$ cat config.mk
export PLATFORM = sky130hd
export DESIGN_NAME = multicycle_control_flat
export DESIGN_NICKNAME = d
export VERILOG_FILES = /design/src/rtl/mips_ctrl_pkg.sv /design/src/rtl/multicycle_control_if.sv /design/src/rtl/mem_wait_timer.sv /design/src/rtl/multicycle_control.sv /design/src/flat_wrapper.sv
export SDC_FILE = /design/constraint.sdc
export NUM_CORES = 1
export LEC_CHECK = 0
export ABC_AREA = 1
export CAP_MARGIN = 15
export CORE_ASPECT_RATIO = 1.75
export CORE_MARGIN = 2
export CORE_UTILIZATION = 45
export DETAILED_ROUTE_END_ITERATION = 7
export DONT_BUFFER_PORTS = 1
export GPL_ROUTABILITY_DRIVEN = 0
export PLACE_DENSITY_LB_ADDON = 0.2
export SLEW_MARGIN = 20
export SYNTH_ARGS = -nofsm -noshare
export SYNTH_HDL_FRONTEND = slang
export SYNTH_SLANG_ARGS = --single-unit
$ cat constraint.sdc
create_clock -name clk -period 2 [get_ports clk]
set_clock_uncertainty 0.15 [all_clocks]
set_input_delay 0.4 -clock clk [delete_from_list [all_inputs] [get_ports clk]]
set_output_delay 0.4 -clock clk [all_outputs]
set_load 0.1 [all_outputs]
$ cat src/rtl/mips_ctrl_pkg.sv
// Shared definitions for the multi-cycle MIPS control unit: opcodes, FSM states,
// datapath select encodings and the DECODE dispatch rule.
package mips_ctrl_pkg;

  localparam logic [5:0] OP_RTYPE = 6'b000000;
  localparam logic [5:0] OP_LW    = 6'b100011;
  localparam logic [5:0] OP_SW    = 6'b101011;
  localparam logic [5:0] OP_ORI   = 6'b001101;
  localparam logic [5:0] OP_LUI   = 6'b001111;
  localparam logic [5:0] OP_BEQ   = 6'b000100;
  localparam logic [5:0] OP_BNE   = 6'b000101;
  localparam logic [5:0] OP_J     = 6'b000010;
  localparam logic [5:0] OP_JAL   = 6'b000011;

  localparam logic [5:0] FUNCT_JR = 6'b001000;

  typedef enum logic [4:0] {
    S_IDLE,
    S_FETCH,
    S_DECODE,
    S_MEM_ADDR,
    S_MEM_RD,
    S_MEM_WB,
    S_MEM_WR,
    S_R_EXEC,
    S_R_WB,
    S_ORI_EXEC,
    S_ORI_WB,
    S_LUI_WB,
    S_BRANCH,
    S_JUMP,
    S_JAL,
    S_JR,
    S_ERROR
  } state_e;

  typedef enum logic [1:0] {
    ALU_ADD   = 2'b00,
    ALU_SUB   = 2'b01,
    ALU_FUNCT = 2'b10,
    ALU_OR    = 2'b11
  } alu_op_e;

  typedef enum logic [1:0] {
    PC_ALU    = 2'b00,
    PC_ALUOUT = 2'b01,
    PC_JUMP   = 2'b10,
    PC_RS     = 2'b11
  } pc_src_e;

  typedef enum logic [1:0] {
    SRCB_RT      = 2'b00,
    SRCB_FOUR    = 2'b01,
    SRCB_IMM     = 2'b10,
    SRCB_IMM_SH2 = 2'b11
  } alu_src_b_e;

  typedef struct packed {
    logic       mem_read;
    logic       mem_write;
    logic       iord;
    logic       ir_write;
    logic       pc_write;
    pc_src_e    pc_source;
    logic       alu_src_a;
    alu_src_b_e alu_src_b;
    alu_op_e    alu_op;
    logic       reg_dst;
    logic       reg_write;
    logic       mem_to_reg;
    logic       lui;
    logic       jal;
    logic       ori;
    logic       instr_done;
  } ctrl_t;

  // States that wait on the memory handshake and are guarded by the timeout.
  function automatic logic is_mem_state(state_e s);
    return s inside {S_FETCH, S_MEM_RD, S_MEM_WR};
  endfunction

  function automatic state_e dispatch(logic [5:0] op, logic [5:0] funct);
    case (op)
      OP_LW, OP_SW:     return S_MEM_ADDR;
      OP_RTYPE:         return (funct == FUNCT_JR) ? S_JR : S_R_EXEC;
      OP_ORI:           return S_ORI_EXEC;
      OP_LUI:           return S_LUI_WB;
      OP_BEQ, OP_BNE:   return S_BRANCH;
      OP_J:             return S_JUMP;
      OP_JAL:           return S_JAL;
      default:          return S_ERROR;
    endcase
  endfunction

endpackage

$ cat src/rtl/multicycle_control_if.sv
// Instruction/handshake inputs and datapath control outputs of the control unit.
// slave = control unit side, master = datapath/memory side.
interface multicycle_control_if #(
  parameter int CNT_W = 32
);
  logic             run;
  logic [5:0]       op;
  logic [5:0]       funct;
  logic             zero;
  logic             mem_ready;

  logic             MemRead;
  logic             MemWrite;
  logic             IorD;
  logic             IRWrite;
  logic             PCWrite;
  logic [1:0]       PCSource;
  logic             ALUSrcA;
  logic [1:0]       ALUSrcB;
  logic [1:0]       ALUop;
  logic             RegDst;
  logic             RegWrite;
  logic             MemtoReg;
  logic             Lui;
  logic             Jal;
  logic             Ori;
  logic             instr_done;
  logic [CNT_W-1:0] instr_count;
  logic             illegal_op;
  logic             bus_error;

  modport slave (
    input  run, op, funct, zero, mem_ready,
    output MemRead, MemWrite, IorD, IRWrite, PCWrite, PCSource, ALUSrcA, ALUSrcB,
           ALUop, RegDst, RegWrite, MemtoReg, Lui, Jal, Ori, instr_done,
           instr_count, illegal_op, bus_error
  );

  modport master (
    output run, op, funct, zero, mem_ready,
    input  MemRead, MemWrite, IorD, IRWrite, PCWrite, PCSource, ALUSrcA, ALUSrcB,
           ALUop, RegDst, RegWrite, MemtoReg, Lui, Jal, Ori, instr_done,
           instr_count, illegal_op, bus_error
  );
endinterface

$ cat src/rtl/mem_wait_timer.sv
// Counts cycles spent waiting on mem_ready; flags expiry when the wait reaches
// MEM_TIMEOUT and the memory is still not ready. MEM_TIMEOUT = 0 disables expiry.
module mem_wait_timer #(
  parameter int MEM_TIMEOUT = 15,
  parameter int WAIT_W      = 8
) (
  input  logic clk,
  input  logic reset,
  input  logic clear,
  input  logic enable,
  output logic expired
);

  localparam logic [WAIT_W-1:0] LIMIT = WAIT_W'(MEM_TIMEOUT);

  logic [WAIT_W-1:0] count;

  // NOTE: sequential state uses non-blocking assignments so every register
  // samples pre-edge values regardless of statement order.
  always_ff @(posedge clk or posedge reset) begin
    if (reset) begin
      count <= '0;
    end else if (clear) begin
      count <= '0;
    end else if (enable && (count != '1)) begin
      count <= count + 1'b1;
    end
  end

  // A ready in the limit cycle itself arrives with enable low, so it wins.
  assign expired = (MEM_TIMEOUT != 0) && enable && (count == LIMIT);

endmodule

$ cat src/rtl/multicycle_control.sv
// Multi-cycle MIPS control FSM: sequences lw/sw/ori/lui/beq/bne/R-type/j/jal/jr,
// waits on a timed memory handshake and counts retired instructions.
module multicycle_control
  import mips_ctrl_pkg::*;
#(
  parameter int MEM_TIMEOUT = 15,
  parameter int CNT_W       = 32,
  parameter int WAIT_W      = 8
) (
  input  logic                 clk,
  input  logic                 reset,
  multicycle_control_if.slave  bus
);

  state_e           state;
  ctrl_t            ctrl;
  logic [CNT_W-1:0] instr_count_q;
  logic             illegal_q;
  logic             bus_error_q;
  logic             in_mem;
  logic             wait_expired;

  assign in_mem = is_mem_state(state);

  mem_wait_timer #(
    .MEM_TIMEOUT (MEM_TIMEOUT),
    .WAIT_W      (WAIT_W)
  ) u_wait_timer (
    .clk     (clk),
    .reset   (reset),
    .clear   (!in_mem || bus.mem_ready),
    .enable  (in_mem && !bus.mem_ready),
    .expired (wait_expired)
  );

  // Outputs follow the registered state; only the memory-completion strobes
  // (IRWrite, PCWrite in FETCH, instr_done in MEM_WR) look at mem_ready.
  always_comb begin
    // NOTE: default everything first so no path through the case infers a latch.
    ctrl = '0;
    case (state)
      S_FETCH: begin
        ctrl.mem_read  = 1'b1;
        ctrl.alu_src_b = SRCB_FOUR;
        ctrl.ir_write  = bus.mem_ready;
        ctrl.pc_write  = bus.mem_ready;
      end
      S_DECODE:   ctrl.alu_src_b = SRCB_IMM_SH2;
      S_MEM_ADDR: begin
        ctrl.alu_src_a = 1'b1;
        ctrl.alu_src_b = SRCB_IMM;
      end
      S_MEM_RD: begin
        ctrl.mem_read = 1'b1;
        ctrl.iord     = 1'b1;
      end
      S_MEM_WB: begin
        ctrl.reg_write  = 1'b1;
        ctrl.mem_to_reg = 1'b1;
        ctrl.instr_done = 1'b1;
      end
      S_MEM_WR: begin
        ctrl.mem_write  = 1'b1;
        ctrl.iord       = 1'b1;
        ctrl.instr_done = bus.mem_ready;
      end
      S_R_EXEC: begin
        ctrl.alu_src_a = 1'b1;
        ctrl.alu_op    = ALU_FUNCT;
      end
      S_R_WB: begin
        ctrl.reg_write  = 1'b1;
        ctrl.reg_dst    = 1'b1;
        ctrl.instr_done = 1'b1;
      end
      S_ORI_EXEC: begin
        ctrl.alu_src_a = 1'b1;
        ctrl.alu_src_b = SRCB_IMM;
        ctrl.alu_op    = ALU_OR;
        ctrl.ori       = 1'b1;
      end
      S_ORI_WB: begin
        ctrl.reg_write  = 1'b1;
        ctrl.ori        = 1'b1;
        ctrl.instr_done = 1'b1;
      end
      S_LUI_WB: begin
        ctrl.reg_write  = 1'b1;
        ctrl.lui        = 1'b1;
        ctrl.instr_done = 1'b1;
      end
      S_BRANCH: begin
        ctrl.alu_src_a  = 1'b1;
        ctrl.alu_op     = ALU_SUB;
        ctrl.pc_source  = PC_ALUOUT;
        ctrl.pc_write   = ((bus.op == OP_BEQ) && bus.zero) ||
                          ((bus.op == OP_BNE) && !bus.zero);
        ctrl.instr_done = 1'b1;
      end
      S_JUMP: begin
        ctrl.pc_write   = 1'b1;
        ctrl.pc_source  = PC_JUMP;
        ctrl.instr_done = 1'b1;
      end
      S_JAL: begin
        ctrl.pc_write   = 1'b1;
        ctrl.pc_source  = PC_JUMP;
        ctrl.reg_write  = 1'b1;
        ctrl.jal        = 1'b1;
        ctrl.instr_done = 1'b1;
      end
      S_JR: begin
        ctrl.pc_write   = 1'b1;
        ctrl.pc_source  = PC_RS;
        ctrl.instr_done = 1'b1;
      end
      default: ;
    endcase
  end

  always_ff @(posedge clk or posedge reset) begin
    if (reset) begin
      state         <= S_IDLE;
      instr_count_q <= '0;
      illegal_q     <= 1'b0;
      bus_error_q   <= 1'b0;
    end else if (ctrl.instr_done) begin
      // run is sampled only here and in IDLE, so dropping it never aborts.
      instr_count_q <= instr_count_q + 1'b1;
      state         <= bus.run ? S_FETCH : S_IDLE;
    end else if (wait_expired) begin
      state       <= S_ERROR;
      bus_error_q <= 1'b1;
    end else begin
      case (state)
        S_IDLE:     if (bus.run) state <= S_FETCH;
        S_FETCH:    if (bus.mem_ready) state <= S_DECODE;
        S_DECODE: begin
          state <= dispatch(bus.op, bus.funct);
          if (dispatch(bus.op, bus.funct) == S_ERROR) illegal_q <= 1'b1;
        end
        S_MEM_ADDR: state <= (bus.op == OP_LW) ? S_MEM_RD : S_MEM_WR;
        S_MEM_RD:   if (bus.mem_ready) state <= S_MEM_WB;
        S_R_EXEC:   state <= S_R_WB;
        S_ORI_EXEC: state <= S_ORI_WB;
        default:    ;
      endcase
    end
  end

  assign bus.MemRead     = ctrl.mem_read;
  assign bus.MemWrite    = ctrl.mem_write;
  assign bus.IorD        = ctrl.iord;
  assign bus.IRWrite     = ctrl.ir_write;
  assign bus.PCWrite     = ctrl.pc_write;
  assign bus.PCSource    = ctrl.pc_source;
  assign bus.ALUSrcA     = ctrl.alu_src_a;
  assign bus.ALUSrcB     = ctrl.alu_src_b;
  assign bus.ALUop       = ctrl.alu_op;
  assign bus.RegDst      = ctrl.reg_dst;
  assign bus.RegWrite    = ctrl.reg_write;
  assign bus.MemtoReg    = ctrl.mem_to_reg;
  assign bus.Lui         = ctrl.lui;
  assign bus.Jal         = ctrl.jal;
  assign bus.Ori         = ctrl.ori;
  assign bus.instr_done  = ctrl.instr_done;
  assign bus.instr_count = instr_count_q;
  assign bus.illegal_op  = illegal_q;
  assign bus.bus_error   = bus_error_q;

endmodule

$ cat src/flat_wrapper.sv
// flat-port wrapper written by rule: the top's interface ports become plain ports
module multicycle_control_flat import mips_ctrl_pkg::*;
#(
  parameter int MEM_TIMEOUT = 15,
  parameter int CNT_W       = 32,
  parameter int WAIT_W      = 8
)
  (clk, reset, bus_run, bus_op, bus_funct, bus_zero, bus_mem_ready, bus_MemRead, bus_MemWrite, bus_IorD, bus_IRWrite, bus_PCWrite, bus_PCSource, bus_ALUSrcA, bus_ALUSrcB, bus_ALUop, bus_RegDst, bus_RegWrite, bus_MemtoReg, bus_Lui, bus_Jal, bus_Ori, bus_instr_done, bus_instr_count, bus_illegal_op, bus_bus_error);
  multicycle_control_if #(.CNT_W(CNT_W)) bus_i ();
  input  logic clk;
  input  logic reset;
  input wire logic [$bits(bus_i.run)-1:0] bus_run;
  input wire logic [$bits(bus_i.op)-1:0] bus_op;
  input wire logic [$bits(bus_i.funct)-1:0] bus_funct;
  input wire logic [$bits(bus_i.zero)-1:0] bus_zero;
  input wire logic [$bits(bus_i.mem_ready)-1:0] bus_mem_ready;
  output wire logic [$bits(bus_i.MemRead)-1:0] bus_MemRead;
  output wire logic [$bits(bus_i.MemWrite)-1:0] bus_MemWrite;
  output wire logic [$bits(bus_i.IorD)-1:0] bus_IorD;
  output wire logic [$bits(bus_i.IRWrite)-1:0] bus_IRWrite;
  output wire logic [$bits(bus_i.PCWrite)-1:0] bus_PCWrite;
  output wire logic [$bits(bus_i.PCSource)-1:0] bus_PCSource;
  output wire logic [$bits(bus_i.ALUSrcA)-1:0] bus_ALUSrcA;
  output wire logic [$bits(bus_i.ALUSrcB)-1:0] bus_ALUSrcB;
  output wire logic [$bits(bus_i.ALUop)-1:0] bus_ALUop;
  output wire logic [$bits(bus_i.RegDst)-1:0] bus_RegDst;
  output wire logic [$bits(bus_i.RegWrite)-1:0] bus_RegWrite;
  output wire logic [$bits(bus_i.MemtoReg)-1:0] bus_MemtoReg;
  output wire logic [$bits(bus_i.Lui)-1:0] bus_Lui;
  output wire logic [$bits(bus_i.Jal)-1:0] bus_Jal;
  output wire logic [$bits(bus_i.Ori)-1:0] bus_Ori;
  output wire logic [$bits(bus_i.instr_done)-1:0] bus_instr_done;
  output wire logic [$bits(bus_i.instr_count)-1:0] bus_instr_count;
  output wire logic [$bits(bus_i.illegal_op)-1:0] bus_illegal_op;
  output wire logic [$bits(bus_i.bus_error)-1:0] bus_bus_error;
  assign bus_i.run = bus_run;
  assign bus_i.op = bus_op;
  assign bus_i.funct = bus_funct;
  assign bus_i.zero = bus_zero;
  assign bus_i.mem_ready = bus_mem_ready;
  assign bus_MemRead = bus_i.MemRead;
  assign bus_MemWrite = bus_i.MemWrite;
  assign bus_IorD = bus_i.IorD;
  assign bus_IRWrite = bus_i.IRWrite;
  assign bus_PCWrite = bus_i.PCWrite;
  assign bus_PCSource = bus_i.PCSource;
  assign bus_ALUSrcA = bus_i.ALUSrcA;
  assign bus_ALUSrcB = bus_i.ALUSrcB;
  assign bus_ALUop = bus_i.ALUop;
  assign bus_RegDst = bus_i.RegDst;
  assign bus_RegWrite = bus_i.RegWrite;
  assign bus_MemtoReg = bus_i.MemtoReg;
  assign bus_Lui = bus_i.Lui;
  assign bus_Jal = bus_i.Jal;
  assign bus_Ori = bus_i.Ori;
  assign bus_instr_done = bus_i.instr_done;
  assign bus_instr_count = bus_i.instr_count;
  assign bus_illegal_op = bus_i.illegal_op;
  assign bus_bus_error = bus_i.bus_error;
  multicycle_control #(.MEM_TIMEOUT(MEM_TIMEOUT), .CNT_W(CNT_W), .WAIT_W(WAIT_W)) u_core (.clk(clk), .reset(reset), .bus(bus_i));
endmodule
==> reports/results.ini <==
[setup_path]
critPathMaxFanout = 6
crit_arrival_ns = 1.65
cp-end-kind = output port
worst_r2r_path_depth = 10
critPathLaunchType = flop
r2r_end = u_core.bus.instr_count[26]
path_class = reg2out
r2r_start = u_core.state[4]
reg2reg_slack_ns = -0.05
crit_required_ns = 1.45

[grt]
grt_pass1_vias = 3209
grt_use_total = 0.2375
grt_max_degree = 48
grt_pass1_wl_um = 13920
grt_overflow = 0
antenna_found_initial = 0

[yosys]
ys_types = 31
syn_inst = 426
syn_nets = 445
syn-cell-area_mm2 = 0.003030
yosys_warnings = 0
ys_seq_area_frac = 0.3881
synth.avg_cell_area_um2 = 7.114
ys_seq_elements = 47

[sta]
finalCritPeriodShare = 1.101
worst_pin_slew_ns = 0.8940
relSlewSlack = 0.4040
final_max_slew_viol_count = 0
rsz0062_at_grt = yes
finalSetupViolations = 21
post-route-min-period_ns = 2.203
timing.fmax_mhz = 454.0
setup_slack_ns = -0.2026
tns_ns = -1.913
hold_viol = 0

[min_path]
hp-start = u_core.u_wait_timer.count[0]
hp-class = reg2reg
hold_path_end = u_core.u_wait_timer.count[0]
holdPathStages = 1

[floorplan]
start_util = 0.4635
die_y_um = 112.6
die_area_mm2 = 0.007433
core_mm2 = 0.006539
fp-row-count = 39
ios = 70
die-width_um = 66.04

[clock_network]
h-tree-depth = 2
tritoncts = built
cts_sinks = 47
cts-root-to-sink-buffers = 2
cts.root.buffer_cell = clkbuf_16
cts_buffers = 5
insertion_delay_ns = 0.28
clk_pin_slew_ns = 0.06

[place]
dpl.hpwl_um = 6397
placedCellCount = 574
placed_area_mm2 = 0.003994
portBuffers = 0
preCtsSetupSlack_ns = -0.01339

[routing]
wl_um = 9147
drc = 2
vias_per_cell = 5.210
ant_nets = 0
drt_iter0_markers = 209
wire_per_inst_um = 15.02
vias = 3173
drtPass1Iterations = 6

[power]
power.density_mw_per_mm2 = 392.8
power_mw = 1.835
max-vdd-ir-drop_uv = 319.4
leakage_nw = 2.143

[cells_and_area]
layout.nets = 545
layout_common_cells = nand2_1 (83), buf_4 (61), inv_1 (54), nor2_1 (43), nand3_1 (26)
fillCellCount = 502
finalNonFillerCells = 609
final_common_cell = nand2_1
synthToLayoutAreaGrowth_pct = 54.21
drive_gt1_frac = 0.4023
antenna_cells = 0
stdcell_area_mm2 = 0.004673

[run_status]
outcome = complete, but fails checks
violations = design-rule violations, negative setup slack

[run]
cap_violations = 0

==> cell usage after synthesis (all sizes together) <==
cell type / number / share of area
a211oi: 1 / 0.0025
a21oi: 14 / 0.023
a311oi: 1 / 0.0029
a31oi: 3 / 0.0062
buf: 3 / 0.0087
clkinv: 1 / 0.0012
dfrtp: 47 / 0.39
ha: 2 / 0.0083
inv: 67 / 0.083
nand2: 102 / 0.13
nand3: 31 / 0.056
nand3b: 3 / 0.0074
nand4: 11 / 0.023
nor2: 75 / 0.11
nor3: 15 / 0.028
nor4: 1 / 0.0021
o211ai: 2 / 0.0050
o21ai: 18 / 0.031
or2: 1 / 0.0021
xnor2: 7 / 0.020
xor2: 21 / 0.061
==> worst max path at each step <==
stage / start / endpoint / slack [ns] / depth (start not counted)
global route: u_core.state[4] / bus_ALUSrcA / -0.24 / 6
global placement: u_core.state[4] / u_core.state[3] / 0.00001 / 9
finish: u_core.state[4] / bus_ALUSrcA / -0.20 / 5
detailed placement: u_core.bus.instr_count[1] / u_core.bus.instr_count[24] / -0.01 / 8
CTS: u_core.state[4] / bus_ALUSrcA / -0.15 / 5
floorplan: u_core.state[4] / bus_ALUSrcA / -0.68 / 3
==> where the power goes <==
group / leakage, nW / internal (mW) / switching [mW] / total, mW
combinational: 1.53 / 0.0210 / 0.0438 / 0.0648
clock: 0.0708 / 0.464 / 0.354 / 0.818
sequential: 0.545 / 0.951 / 0.00200 / 0.953
total: 2.14 / 1.44 / 0.399 / 1.84
==> timing repair <==
item / CTS / global route
endpoints found under the setup margin: 21 / 36
hold endpoints to repair: 47 / 0
buffers inserted: 16 / 10
resized for setup: 41 / 47
hold buffers: 1 / 0
pin swaps: 11 / 17
gates cloned: 0 / 1
==> through the flow <==
stage	util	hold slack (ns)
after floorplan	-	0.3104
after global placement	0.6108	0.1949
after detailed placement	0.6108	0.1992
after CTS	0.6732	0.2470
after global routing	0.7147	0.3710
final	0.7147	0.3410
==> metal layers <==
layer	up-vias	routed length, µm	track usage
met5	-	0	0
met4	0	406	0.1129
met3	32	383	0.03707
met2	103	5258	0.4519
met1	1491	3099	0.2410
li1	1547	-	-
==> flip-flops by register name, indices dropped and copies added, names as in the netlist <==
signal and cells:
u_core.u_wait_timer.count 8, u_core.bus.bus_error 1, u_core.bus.illegal_op 1, u_core.state 5, u_core.bus.instr_count 32
==> critical path: stages, from the launching register on <==
cell,delay [ns]
dfrtp_1,0.43
inv_2,0.13
buf_6,0.15
nand3_4,0.13
o211ai_1,0.27
clkbuf_16,0.26
==> kinds of logic after synthesis <==
logic type | after synthesis | share of synthesized area
flip-flops | 47 | 0.3881
AND/OR/NAND/NOR | 239 | 0.3592
adder cells (fa/ha/maj) | 2 | 0.008256
buffers and inverters | 71 | 0.09290
AO/OA/AOI/OAI | 39 | 0.07060
XOR/XNOR | 28 | 0.08093
==> final cells by class <==
cell class	count	area [µm²]	area share
Clock buffer	6	128.9	0.02758
Clock inverter	2	13.76	0.002945
Timing Repair Buffer	96	1040	0.2225
Multi-Input combinational cell	308	1881	0.4024
Inverter	68	271.5	0.05810
Tap cell	82	102.6	0.02195
Sequential cell	47	1236	0.2645
Note: power is estimated with default switching activity, not from simulation.
